==> src/rtl/adc_sar_if.sv <==
// adc_sar_if: handshake, comparator and DAC signals of the SAR ADC controller
// master: the SAR controller (drives strobes, trial code and result)
// slave : the requester / analog front end (drives start, sample_cycles, comp_in)
interface adc_sar_if #(
    parameter int RESOLUTION = 12
);
    logic                  start;
    logic [7:0]            sample_cycles;
    logic                  comp_in;
    logic                  sample_out;
    logic                  comp_en;
    logic [RESOLUTION-1:0] dac_code;
    logic                  busy;
    logic [RESOLUTION-1:0] result;
    logic                  result_valid;

    modport master (
        input  start, sample_cycles, comp_in,
        output sample_out, comp_en, dac_code, busy, result, result_valid
    );

    modport slave (
        output start, sample_cycles, comp_in,
        input  sample_out, comp_en, dac_code, busy, result, result_valid
    );
endinterface

==> src/rtl/adc_sar_control.sv <==
// adc_sar_control: successive-approximation controller for the SAR ADC
// Ports: clk, rst (sync, active high), bus (adc_sar_if.master):
//   start/sample_cycles in, comp_in in, sample_out/comp_en/dac_code out,
//   busy/result/result_valid out.
// Build option ADC_SAR_FAST_BIT_EN: drop the DAC settling cycle, one cycle per bit.
module adc_sar_control #(
    parameter int RESOLUTION = 12
) (
    input  logic        clk,
    input  logic        rst,
    adc_sar_if.master   bus
);
    localparam int IW = $clog2(RESOLUTION);

    typedef enum logic [2:0] {IDLE, SAMPLE, SET, CMP, DONE} state_t;

    state_t                state, state_n;
    logic [7:0]            cnt;
    logic [IW-1:0]         bit_idx;
    logic [RESOLUTION-1:0] code, trial, code_n;

    // The bit under test is still 0 in code, so keeping it means taking the trial word.
    assign trial  = code | (RESOLUTION'(1) << bit_idx);
    assign code_n = bus.comp_in ? trial : code;

    always_comb begin
        state_n = state;
        case (state)
            IDLE:    state_n = bus.start ? SAMPLE : IDLE;
`ifdef ADC_SAR_FAST_BIT_EN
            SAMPLE:  state_n = (cnt == 8'd1) ? CMP : SAMPLE;
            CMP:     state_n = (bit_idx == '0) ? DONE : CMP;
`else
            SAMPLE:  state_n = (cnt == 8'd1) ? SET : SAMPLE;
            SET:     state_n = CMP;
            CMP:     state_n = (bit_idx == '0) ? DONE : SET;
`endif
            DONE:    state_n = IDLE;
            default: state_n = IDLE;
        endcase
    end

    always_ff @(posedge clk) begin
        if (rst) begin
            state   <= IDLE;
            cnt     <= '0;
            bit_idx <= '0;
            code    <= '0;
            bus.result <= '0;
        end else begin
            state <= state_n;
            if (state == IDLE && bus.start) begin
                cnt     <= (bus.sample_cycles == 8'd0) ? 8'd1 : bus.sample_cycles;
                bit_idx <= IW'(RESOLUTION - 1);
                code    <= '0;
            end
            if (state == SAMPLE)
                cnt <= cnt - 8'd1;
            if (state == CMP) begin
                code <= code_n;
                if (bit_idx == '0)
                    bus.result <= code_n;
                else
                    bit_idx <= bit_idx - 1'b1;
            end
        end
    end

    assign bus.sample_out   = (state == SAMPLE);
    assign bus.comp_en      = (state == CMP);
    assign bus.dac_code     = (state == SET || state == CMP) ? trial : '0;
    assign bus.busy         = (state != IDLE);
    assign bus.result_valid = (state == DONE);
endmodule
==> src/flat_wrapper.sv <==
// flat-port wrapper written by rule: the top's interface ports become plain ports
module adc_sar_control_flat 
#(
    parameter int RESOLUTION = 12
)
  (clk, rst, bus_start, bus_sample_cycles, bus_comp_in, bus_sample_out, bus_comp_en, bus_dac_code, bus_busy, bus_result, bus_result_valid);
  adc_sar_if #(.RESOLUTION(RESOLUTION)) bus_i ();
  input  logic clk;
  input  logic rst;
  input wire logic [$bits(bus_i.start)-1:0] bus_start;
  input wire logic [$bits(bus_i.sample_cycles)-1:0] bus_sample_cycles;
  input wire logic [$bits(bus_i.comp_in)-1:0] bus_comp_in;
  output wire logic [$bits(bus_i.sample_out)-1:0] bus_sample_out;
  output wire logic [$bits(bus_i.comp_en)-1:0] bus_comp_en;
  output wire logic [$bits(bus_i.dac_code)-1:0] bus_dac_code;
  output wire logic [$bits(bus_i.busy)-1:0] bus_busy;
  output wire logic [$bits(bus_i.result)-1:0] bus_result;
  output wire logic [$bits(bus_i.result_valid)-1:0] bus_result_valid;
  assign bus_i.start = bus_start;
  assign bus_i.sample_cycles = bus_sample_cycles;
  assign bus_i.comp_in = bus_comp_in;
  assign bus_sample_out = bus_i.sample_out;
  assign bus_comp_en = bus_i.comp_en;
  assign bus_dac_code = bus_i.dac_code;
  assign bus_busy = bus_i.busy;
  assign bus_result = bus_i.result;
  assign bus_result_valid = bus_i.result_valid;
  adc_sar_control #(.RESOLUTION(RESOLUTION)) u_core (.clk(clk), .rst(rst), .bus(bus_i));
endmodule
==> config.mk <==
export PLATFORM = sky130hd
export DESIGN_NAME = adc_sar_control_flat
export DESIGN_NICKNAME = d
export VERILOG_FILES = /design/src/rtl/adc_sar_if.sv /design/src/rtl/adc_sar_control.sv /design/src/flat_wrapper.sv
export SDC_FILE = /design/constraint.sdc
export NUM_CORES = 1
export LEC_CHECK = 0
export ABC_AREA = 1
export BUFFER_PORTS_ARGS = -buffer_cell sky130_fd_sc_hd__buf_4
export CAP_MARGIN = 40
export CORE_UTILIZATION = 51
export DETAILED_ROUTE_END_ITERATION = 6
export PLACE_DENSITY = 0.75
export SETUP_SLACK_MARGIN = 0.1
export SLEW_MARGIN = 20
export SYNTH_ARGS = -nofsm -noshare
export SYNTH_HDL_FRONTEND = slang
export SYNTH_SLANG_ARGS = --single-unit
==> constraint.sdc <==
create_clock -name clk -period 4.1 [get_ports clk]
set_input_delay 0.205 -clock clk [delete_from_list [all_inputs] [get_ports clk]]
set_output_delay 0.205 -clock clk [all_outputs]
set_load 0.02 [all_outputs]
Word level (Yosys, flattened, before mapping)
Index checks and enable logic that the tools add are counted.
{"block": "word_totals", "mem_bits_rw": 0, "romBits": 0, "register_bits": 39, "input_bits": 12, "elab_cells": 37, "memories": 0, "output_inout_bits": 28, "latch_bits": 0}
{"block": "op_classes", "n_addsub": 2, "div_mod_pow": 0, "multipliers": 0, "eq_ne": 5, "n_lt_le_gt_ge": 0, "bitwise": 1, "muxes": 14, "reduce_logical": 9, "n_shift": 1}
{"op": "$mux W12", "n": 4}
{"op": "$mux W8", "n": 3}
{"op": "$mux W4", "n": 3}
{"op": "$or A12 B12 Y12", "n": 1}
{"op": "$pmux W3 S4", "n": 1}
{"op": "$shl A1 B4 Y12 const A", "n": 1}
{"op": "$eq A8 B1 Y1 const B", "n": 1}
{"op": "$logic_not A8 Y1", "n": 1}
{"op": "$sub A8 B1 Y8 const B", "n": 1}
{"op": "$eq A3 B2 Y1 const B", "n": 2}
{"op": "$logic_not A4 Y1", "n": 1}
{"op": "$reduce_bool A2 Y1", "n": 2}
{"op": "$sub A4 B1 Y4 const B", "n": 1}
{"op": "$eq A3 B1 Y1 const B", "n": 1}
{"op": "$eq A3 B3 Y1 const B", "n": 1}
{"op": "$logic_not A3 Y1", "n": 1}
{"op": "$mux W3", "n": 1}
{"op": "$reduce_bool A3 Y1", "n": 1}
{"op": "$mux W2", "n": 1}
{"op": "$reduce_and A2 Y1", "n": 1}
{"op": "$logic_and A1 B1 Y1", "n": 1}
{"op": "$logic_or A1 B1 Y1", "n": 1}
{"op": "$mux W1", "n": 1}

Logic depth before layout (Yosys ltp)
Gate-level depths: netlist of the first run.
{"block": "logic_depth", "word_depth": 5, "ltp_mapped": 8}

Least setup slack after synthesis of the first run
No wires, ideal clock.
{"block": "synth_timing", "kind": "register to register", "startpoint": "register u_core.bit_idx[0]", "endpoint": "register u_core.code[0]", "arrival_time_ps": 1473, "path_buffers": 0, "setup_time_ps": 71, "slack_ps": 2556, "path_stages_with_launch": 7, "synth_period_minus_slack_ps": 1544, "path_cell_list": "dfxtp_1 > inv_1 > ha_1 > nand3_2 > a21oi_1 > o211ai_1 > a21oi_1"}
{"block": "synth_via", "elab_chain_len": 4}
{"item": "start: declaration", "line_no": "adc_sar_control.sv:19", "rtl": "logic [IW-1:0] bit_idx;"}
{"item": "start signal: assignment", "line_no": "adc_sar_control.sv:54", "rtl": "bit_idx <= IW'(RESOLUTION - 1);"}
{"item": "start signal: assignment", "line_no": "adc_sar_control.sv:64", "rtl": "bit_idx <= bit_idx - 1'b1;"}
{"item": "$shl A1 B4 Y12", "line_no": "adc_sar_control.sv:23", "rtl": "assign trial = code | (RESOLUTION'(1) << bit_idx);"}
{"item": "$or A12 B12 Y12", "line_no": "adc_sar_control.sv:23"}
{"item": "$mux W12", "line_no": "adc_sar_control.sv:24", "rtl": "assign code_n = bus.comp_in ? trial : code;"}
{"item": "$mux W12", "line_no": "adc_sar_control.sv:59", "rtl": "if (state == CMP) begin"}
{"item": "end signal: assignment", "line_no": "adc_sar_control.sv:60", "rtl": "code <= code_n;"}
{"item": "end: declaration", "line_no": "adc_sar_control.sv:20", "rtl": "logic [RESOLUTION-1:0] code, trial, code_n;"}
Every way passes these cells.
A chain may end at the register's enable or synchronous reset.

Worst setup path after layout of the first run
{"block": "layout_timing", "startpoint": "register u_core.bit_idx[0]", "endpoint": "output bus_dac_code[10]"}
{"block": "layout_via", "elab_chain_len": 3}
{"item": "$shl A1 B4 Y12", "line_no": "adc_sar_control.sv:23"}
{"item": "$or A12 B12 Y12", "line_no": "adc_sar_control.sv:23"}
{"item": "$mux W12", "line_no": "adc_sar_control.sv:71", "rtl": "assign bus.dac_code = (state == SET || state == CMP) ? trial : '0;"}
{"item": "end: declaration", "line_no": "flat_wrapper.sv:15", "rtl": "output wire logic [$bits(bus_i.dac_code)-1:0] bus_dac_code;"}
Every way passes these cells.

==> results of run 1 <==
## registers in the layout, summed over array words and instances, names as in the netlist
name / cells
u_core.bus.result: 12
u_core.state: 3
u_core.code: 12
u_core.cnt: 8
u_core.bit_idx: 4
## synth_stat cells, drive strengths merged
master | n | area share, %
xor2 | 1 | 0.43
nand2 | 44 | 8.2
o21ai | 31 | 7.6
nor2 | 21 | 4.2
a31oi | 8 | 2.4
nor4 | 1 | 0.31
a21oi | 31 | 7.6
inv | 44 | 8.2
nand4 | 1 | 0.31
nand3b | 1 | 0.37
ha | 7 | 4.3
buf | 9 | 3.7
nor3 | 14 | 3.4
o21a | 3 | 1.1
dfxtp | 39 | 38
clkinv | 2 | 0.43
o211ai | 1 | 0.37
o21bai | 1 | 0.37
nand3 | 29 | 7.8
clkbuf | 3 | 0.55
## worst max-delay path: cells and delay by family (launching register included)
| family | cells | cell delay (ns) |
|---|---|---|
| buf+inv | 3 | 0.37 |
| compound gates | 1 | 0.22 |
| flops | 1 | 0.33 |
| fa+ha+maj | 1 | 0.26 |
| simple gates | 2 | 0.16 |
## kinds of logic after synthesis
family,Yosys count
AO/OA/AOI/OAI,75
XOR/XNOR,1
adder cells (fa/ha/maj),7
buffers and inverters,58
flip-flops,39
AND/OR/NAND/NOR,111
## power by group
part / internal, µW / switching, µW / leakage, µW
combinational: 58.0 / 113 / 0.000655
clock: 178 / 126 / 0.0000513
sequential: 395 / 15.4 / 0.000317
## final timing paths
check / from / end / slack, ns
setup reg to reg: u_core.state[1] / u_core.cnt[4] / 2.42
setup / recovery: u_core.bit_idx[0] / bus_dac_code[10] / 2.25
hold reg to reg: u_core.bus.result[3] / u_core.bus.result[3] / 0.48
hold / removal: bus_sample_cycles[1] / u_core.cnt[1] / 0.22
## per-stage QoR
step	utilization (%)	worst slack, ns	hold WS, ns	total power [µW]
global route	64.4	2.12	0.246	934
floorplan	-	2.56	0.381	547
finish	64.4	2.25	0.220	886
CTS	64.4	2.24	0.210	892
global placement	61.7	2.53	0.466	586
detailed placement	61.7	2.43	0.470	587
## final cells by class
class	instances	area, µm²
clock inverters	1	30.0
fillers	362	1330
inverters	46	176
clock buffers	6	72.6
repair buffers	39	293
flip-flops and latches	39	781
well taps	48	60.1
multi-input cells	194	998
## per-layer routing
| metal | routed length [µm] | global-route usage (%) | up-vias |
|---|---|---|---|
| met3 | 302 | 4.69 | 4 |
| met1 | 2310 | 32.3 | 898 |
| met4 | 34 | 9.51 | 0 |
| met2 | 2010 | 37.8 | 60 |
| met5 | 0 | 0 | - |
| li1 | - | - | 1026 |
==> flow_metrics.tcl, run 1 <==
set metrics [dict create \
    drc 0 \
    grt_util_all_layers_pct 24.1 \
    cts_buffers 5 \
    synth_compound_area_share_pct 19.5 \
    syn_inst 291 \
    synth_top_family_by_area "simple AND/OR/NAND/NOR gates" \
    layout-drive-gt1-share_pct 16.6 \
    worstSetupPathType "reg2out" \
    reg2reg_depth 8 \
    syn_area_per_cell_um2 7.02 \
    end_kind "output pin" \
    wl_per_cell_um 12.5 \
    outcome "complete, no violations" \
    cp_slowest_stage_delay_ns 0.33 \
    p_leak_uw 0.00102 \
    hold_class "in2reg" \
    wirelength_mm 4.66 \
    tightest_slew_ns 0.640 \
    dieHeight_um 65.3 \
    worst-path-max-fanout 6 \
    slew_headroom_pct 57.3 \
    synth-seq-area-share_pct 38.2 \
    grt_antenna_before_repair 0 \
    fp.dieW_um 65.3 \
    clock-sinks 39 \
    dieArea_um2 4260 \
    post_cts_buffers 0 \
    synthesis.nets 310 \
    num_rows 22 \
    maxCapViolCount 0 \
    muxShareOfSynthArea_pct 0 \
    synth-xor-area-share_pct 0.429 \
    dp_hpwl_mm 3.27 \
    arrival_ns 1.64 \
    port_buffers 39 \
    cts_resized 0 \
    firstDrtPassIters 4 \
    grt_overflow 0 \
    vias 1988 \
    path_common_cell "inv_1" \
    fin_crit_sh_pct 45.0 \
    dp.cells 366 \
    place_area_um2 2310 \
    avgViaCountPerCell 5.33 \
    rsz0062_at_grt "false" \
    cts_tree "built" \
    stdcell_area_um2 2410 \
    power.density_nw_per_um2 368 \
    fin_tns_setup_ns 0 \
    n_antenna_cell 0 \
    clkTransAtPathRegs_ns 0.08 \
    core_area_um2 3740 \
    areaGrowthSynthToFinish_pct 18.0 \
    netlist_area_um2 2040 \
    grt_max_degree 22 \
    required_ns 3.89 \
    path_cells "inv_1 -> ha_1 -> nand2_1 -> o21ai_0 -> inv_1 -> nor2_1 -> buf_4" \
    first_iter_violations 102 \
    ys_types 28 \
    final_cells 373 \
    ioPinCount 40 \
    fin_nets 344 \
    grt_pass1_wl_mm 7.92 \
    grt_pass1_vias 1771 \
    ir_drop_mv 0.219 \
    skew_ns 0.00740 \
    synthSimpleGateAreaFrac_pct 24.7 \
    synthAdderAreaFrac_pct 4.29 \
    layout_commonest_cell "nand2_1" \
    cts.hold.buffers_added 0 \
    hold_viol_final 0 \
    cts.path.max_buffers 2 \
    period_needed_ns 1.85 \
    yosys_warnings 0 \
    ant_nets 0 \
    maxSlewViolCount 0 \
    finalSetupViolations 0 \
    fmax_mhz 542 \
    min_path_cells 3 \
    final_cell_mix "43 x nand2_1, 41 x inv_1, 39 x buf_4, 39 x dfxtp_1, 31 x a21oi_1" \
    cts_htree_levels 2 \
    clockRootBuffer "clkbuf_8" \
    gp_congestion 0.879 \
    initial_core_util_pct 54.6 \
    ys_ff_latch 39 \
    clk_latency_ns 0.29 \
    cp_slowest_cell "dfxtp_1" \
    cp-start-kind "flip-flop" \
]
No activity file was read; power rests on OpenSTA's default activity.
==> run 2: changes to the inputs <==
--- a/config.mk
+++ b/config.mk
@@ -5,10 +5,10 @@
 export SDC_FILE = /design/constraint.sdc
 export NUM_CORES = 1
 export LEC_CHECK = 0
-export ABC_AREA = 1
+export ABC_AREA = 0
 export BUFFER_PORTS_ARGS = -buffer_cell sky130_fd_sc_hd__buf_4
 export CAP_MARGIN = 40
-export CORE_UTILIZATION = 51
+export CORE_UTILIZATION = 49
 export DETAILED_ROUTE_END_ITERATION = 6
 export PLACE_DENSITY = 0.75
 export SETUP_SLACK_MARGIN = 0.1
==> constraint.sdc (replaced) <==
create_clock -name clk -period 1.51 [get_ports clk]
set_input_delay 0.0755 -clock clk [delete_from_list [all_inputs] [get_ports clk]]
set_output_delay 0.0755 -clock clk [all_outputs]
set_load 0.02 [all_outputs]
==> flow_metrics.tcl, run 2 <==
set metrics [dict create \
    ant_nets 0 \
    arrival_ns 1.72 \
    yosys_warnings 0 \
    wirelength_mm 6.39 \
    regToRegSetupSlack_ns -0.06 \
    slew_headroom_pct 69.8 \
    hold_slack_ns 0.0527 \
    cts.path.max_buffers 2 \
    wl_per_cell_um 17.8 \
    violations "negative setup slack" \
    maxCapViolCount 0 \
    clk_latency_ns 0.30 \
    n_antenna_cell 0 \
    syn_inst 238 \
    ys_top_cells_by_area "dfxtp_1 38%, nor2_1 8.5%, a32oi_1 5.6%" \
    firstDrtPassIters 4 \
    grt_pass1_wl_mm 8.40 \
    clkTransAtPathRegs_ns 0.08 \
    areaGrowthSynthToFinish_pct 54.8 \
    async_flop_share_pct 0 \
    synthesis.nets 257 \
    setup_slack_ns -0.0607 \
    netlist_area_um2 2040 \
    fin_tns_setup_ns -0.208 \
    fin_nets 328 \
    skew_ns 0.00891 \
    p_leak_uw 0.00122 \
    hold_class "in2reg" \
    cts.hold.buffers_added 0 \
    grt_pass1_vias 1830 \
    vias 2165 \
    dieArea_um2 4420 \
    tightest_slew_ns 0.453 \
    synth_edf_count 0 \
    cp_slowest_cell "dfxtp_2" \
    stdcell_area_um2 3150 \
    worst-path-max-fanout 6 \
    finalSetupViolations 6 \
    fmax_mhz 637 \
    synth_area_leader_cell "dfxtp_1" \
    grt_max_degree 38 \
    fillers 249 \
    end_kind "flip-flop" \
    muxShareOfSynthArea_pct 1.78 \
    path_delay_family "simple AND/OR/NAND/NOR gates" \
    ioPinCount 40 \
    ys_ff_latch 39 \
    cts_buffers 5 \
    fin_crit_sh_pct 104 \
    maxSlewViolCount 0 \
    fp.dieW_um 66.5 \
    synthSimpleGateAreaFrac_pct 23.6 \
    cts_htree_levels 2 \
    cp-start-kind "flip-flop" \
    synth_most_common_cell "nor2_1" \
    outcome "complete, but fails checks" \
    clock-sinks 39 \
    required_ns 1.66 \
    synth-xor-area-share_pct 0 \
    num_rows 23 \
    cts_tree "built" \
    rsz0062_at_grt "true" \
    path_cells "buf_6 -> nand3b_1 -> nor4_2 -> mux2i_1 -> a21oi_1" \
    reg_top3 "u_core.bus.result x12, u_core.code x12, u_core.cnt x8" \
    synth_top_area_share_pct 38.3 \
    ir_drop_mv 0.729 \
    synthFlopType "dfxtp_1" \
    cp_slowest_stage_delay_ns 0.35 \
    ys_types 48 \
    grt_antenna_before_repair 0 \
    initial_core_util_pct 50.9 \
    dp_hpwl_mm 3.44 \
    core_area_um2 4000 \
    place_area_um2 2460 \
    syn_area_per_cell_um2 8.56 \
    synthAdderAreaFrac_pct 4.30 \
    avgViaCountPerCell 6.01 \
    synth-seq-area-share_pct 38.3 \
    grt_util_all_layers_pct 25.0 \
    final_core_util_pct 78.8 \
    clockRootBuffer "clkbuf_8" \
    port_buffers 39 \
    dieHeight_um 66.5 \
    hold_viol_final 0 \
    power.density_nw_per_um2 899 \
    layout_commonest_cell "buf_4" \
    first_iter_violations 213 \
    final_cell_mix "63 x buf_4, 38 x nor2_1, 31 x dfxtp_1" \
    grt_overflow 0 \
    gp_congestion 0.854 \
    worst-path-buf-inv 1 \
    worstSetupPathType "reg2reg" \
    period_needed_ns 1.57 \
    synth_top_family_by_area "compound AO/OA/AOI/OAI gates" \
    yosys-top-cells-count "46 x nor2_1, 39 x dfxtp_1, 21 x a21oi_1" \
    drc 0 \
    synth_compound_area_share_pct 24.9 \
    layout-drive-gt1-share_pct 52.3 \
]
==> run 2: changes by cell type after synthesis, moves of 13 or more <==
cell / before / now
o21ai_0: 20 / 1
nor2_1: 20 / 46
inv_1: 41 / 6
a32oi_1: 0 / 13
nand2_1: 43 / 3
nand3_1: 26 / 6
==> run 2: through the flow <==
stage	std cells	power (µW)	worst slack [ns]
6_report	360	2840	-0.0607
3_3_place_gp	328	1650	0.00748
4_1_cts	343	2630	0.00738
5_1_grt	360	2940	-0.0839
2_1_floorplan	238	1490	-0.0437
3_5_place_dp	328	1650	-0.0281
==> run 2: final timing paths <==
| path | start | endpoint | cells past startpoint |
|---|---|---|---|
| hold / removal | bus_sample_cycles[4] | u_core.cnt[4] | 3 |
| setup reg to reg | u_core.state[2] | u_core.bit_idx[3] | 5 |
| setup / recovery | u_core.state[2] | u_core.bit_idx[3] | 5 |
| hold reg to reg | u_core.bus.result[2] | u_core.bus.result[2] | 1 |
==> run 2: tightest hold or removal path, cell delays in order <==
cell and delay [ns]:
buf_4 0.08, a32oi_1 0.05, a21oi_1 0.11
==> run 2: layout make-up <==
type                       count  area [µm²]  area share (%)
multi-input combinational    170        1390            44.0
sequential                    39         801            25.4
timing repair buffer          86         747            23.7
clock buffer                   6        82.6            2.62
tap                           50        62.6            1.98
inverter                       7        36.3            1.15
clock inverter                 2        35.0            1.11
==> run 2: cell families after synthesis <==
| kind of cell | Yosys count |
|---|---|
| buffers and inverters | 29 |
| multiplexers | 3 |
| AO/OA/AOI/OAI | 70 |
| flip-flops | 39 |
| AND/OR/NAND/NOR | 90 |
| adder cells (fa/ha/maj) | 7 |
==> run 2: where the power goes <==
group / switching, µW / internal (µW)
Clock: 380 / 535
Combinational: 402 / 386
Sequential: 60.4 / 1070
Total: 842 / 1990
==> run 2: repair_timing <==
| action | in CTS | in global routing |
|---|---|---|
| setup endpoints to repair | 43 | 52 |
| gates resized for setup | 33 | 69 |
| gates cloned | 1 | 0 |
| buffers inserted | 6 | 17 |
| pin swaps | 3 | 21 |
==> run 2: metal layers <==
| layer | GRT usage [%] | vias to the layer above | part of all wire (%) |
|---|---|---|---|
| met1 | 32.8 | 1044 | 42 |
| met5 | 0 | - | 0 |
| met2 | 40.4 | 83 | 50 |
| li1 | - | 1026 | - |
| met4 | 7.98 | 0 | 1.9 |
| met3 | 5.65 | 12 | 5.6 |
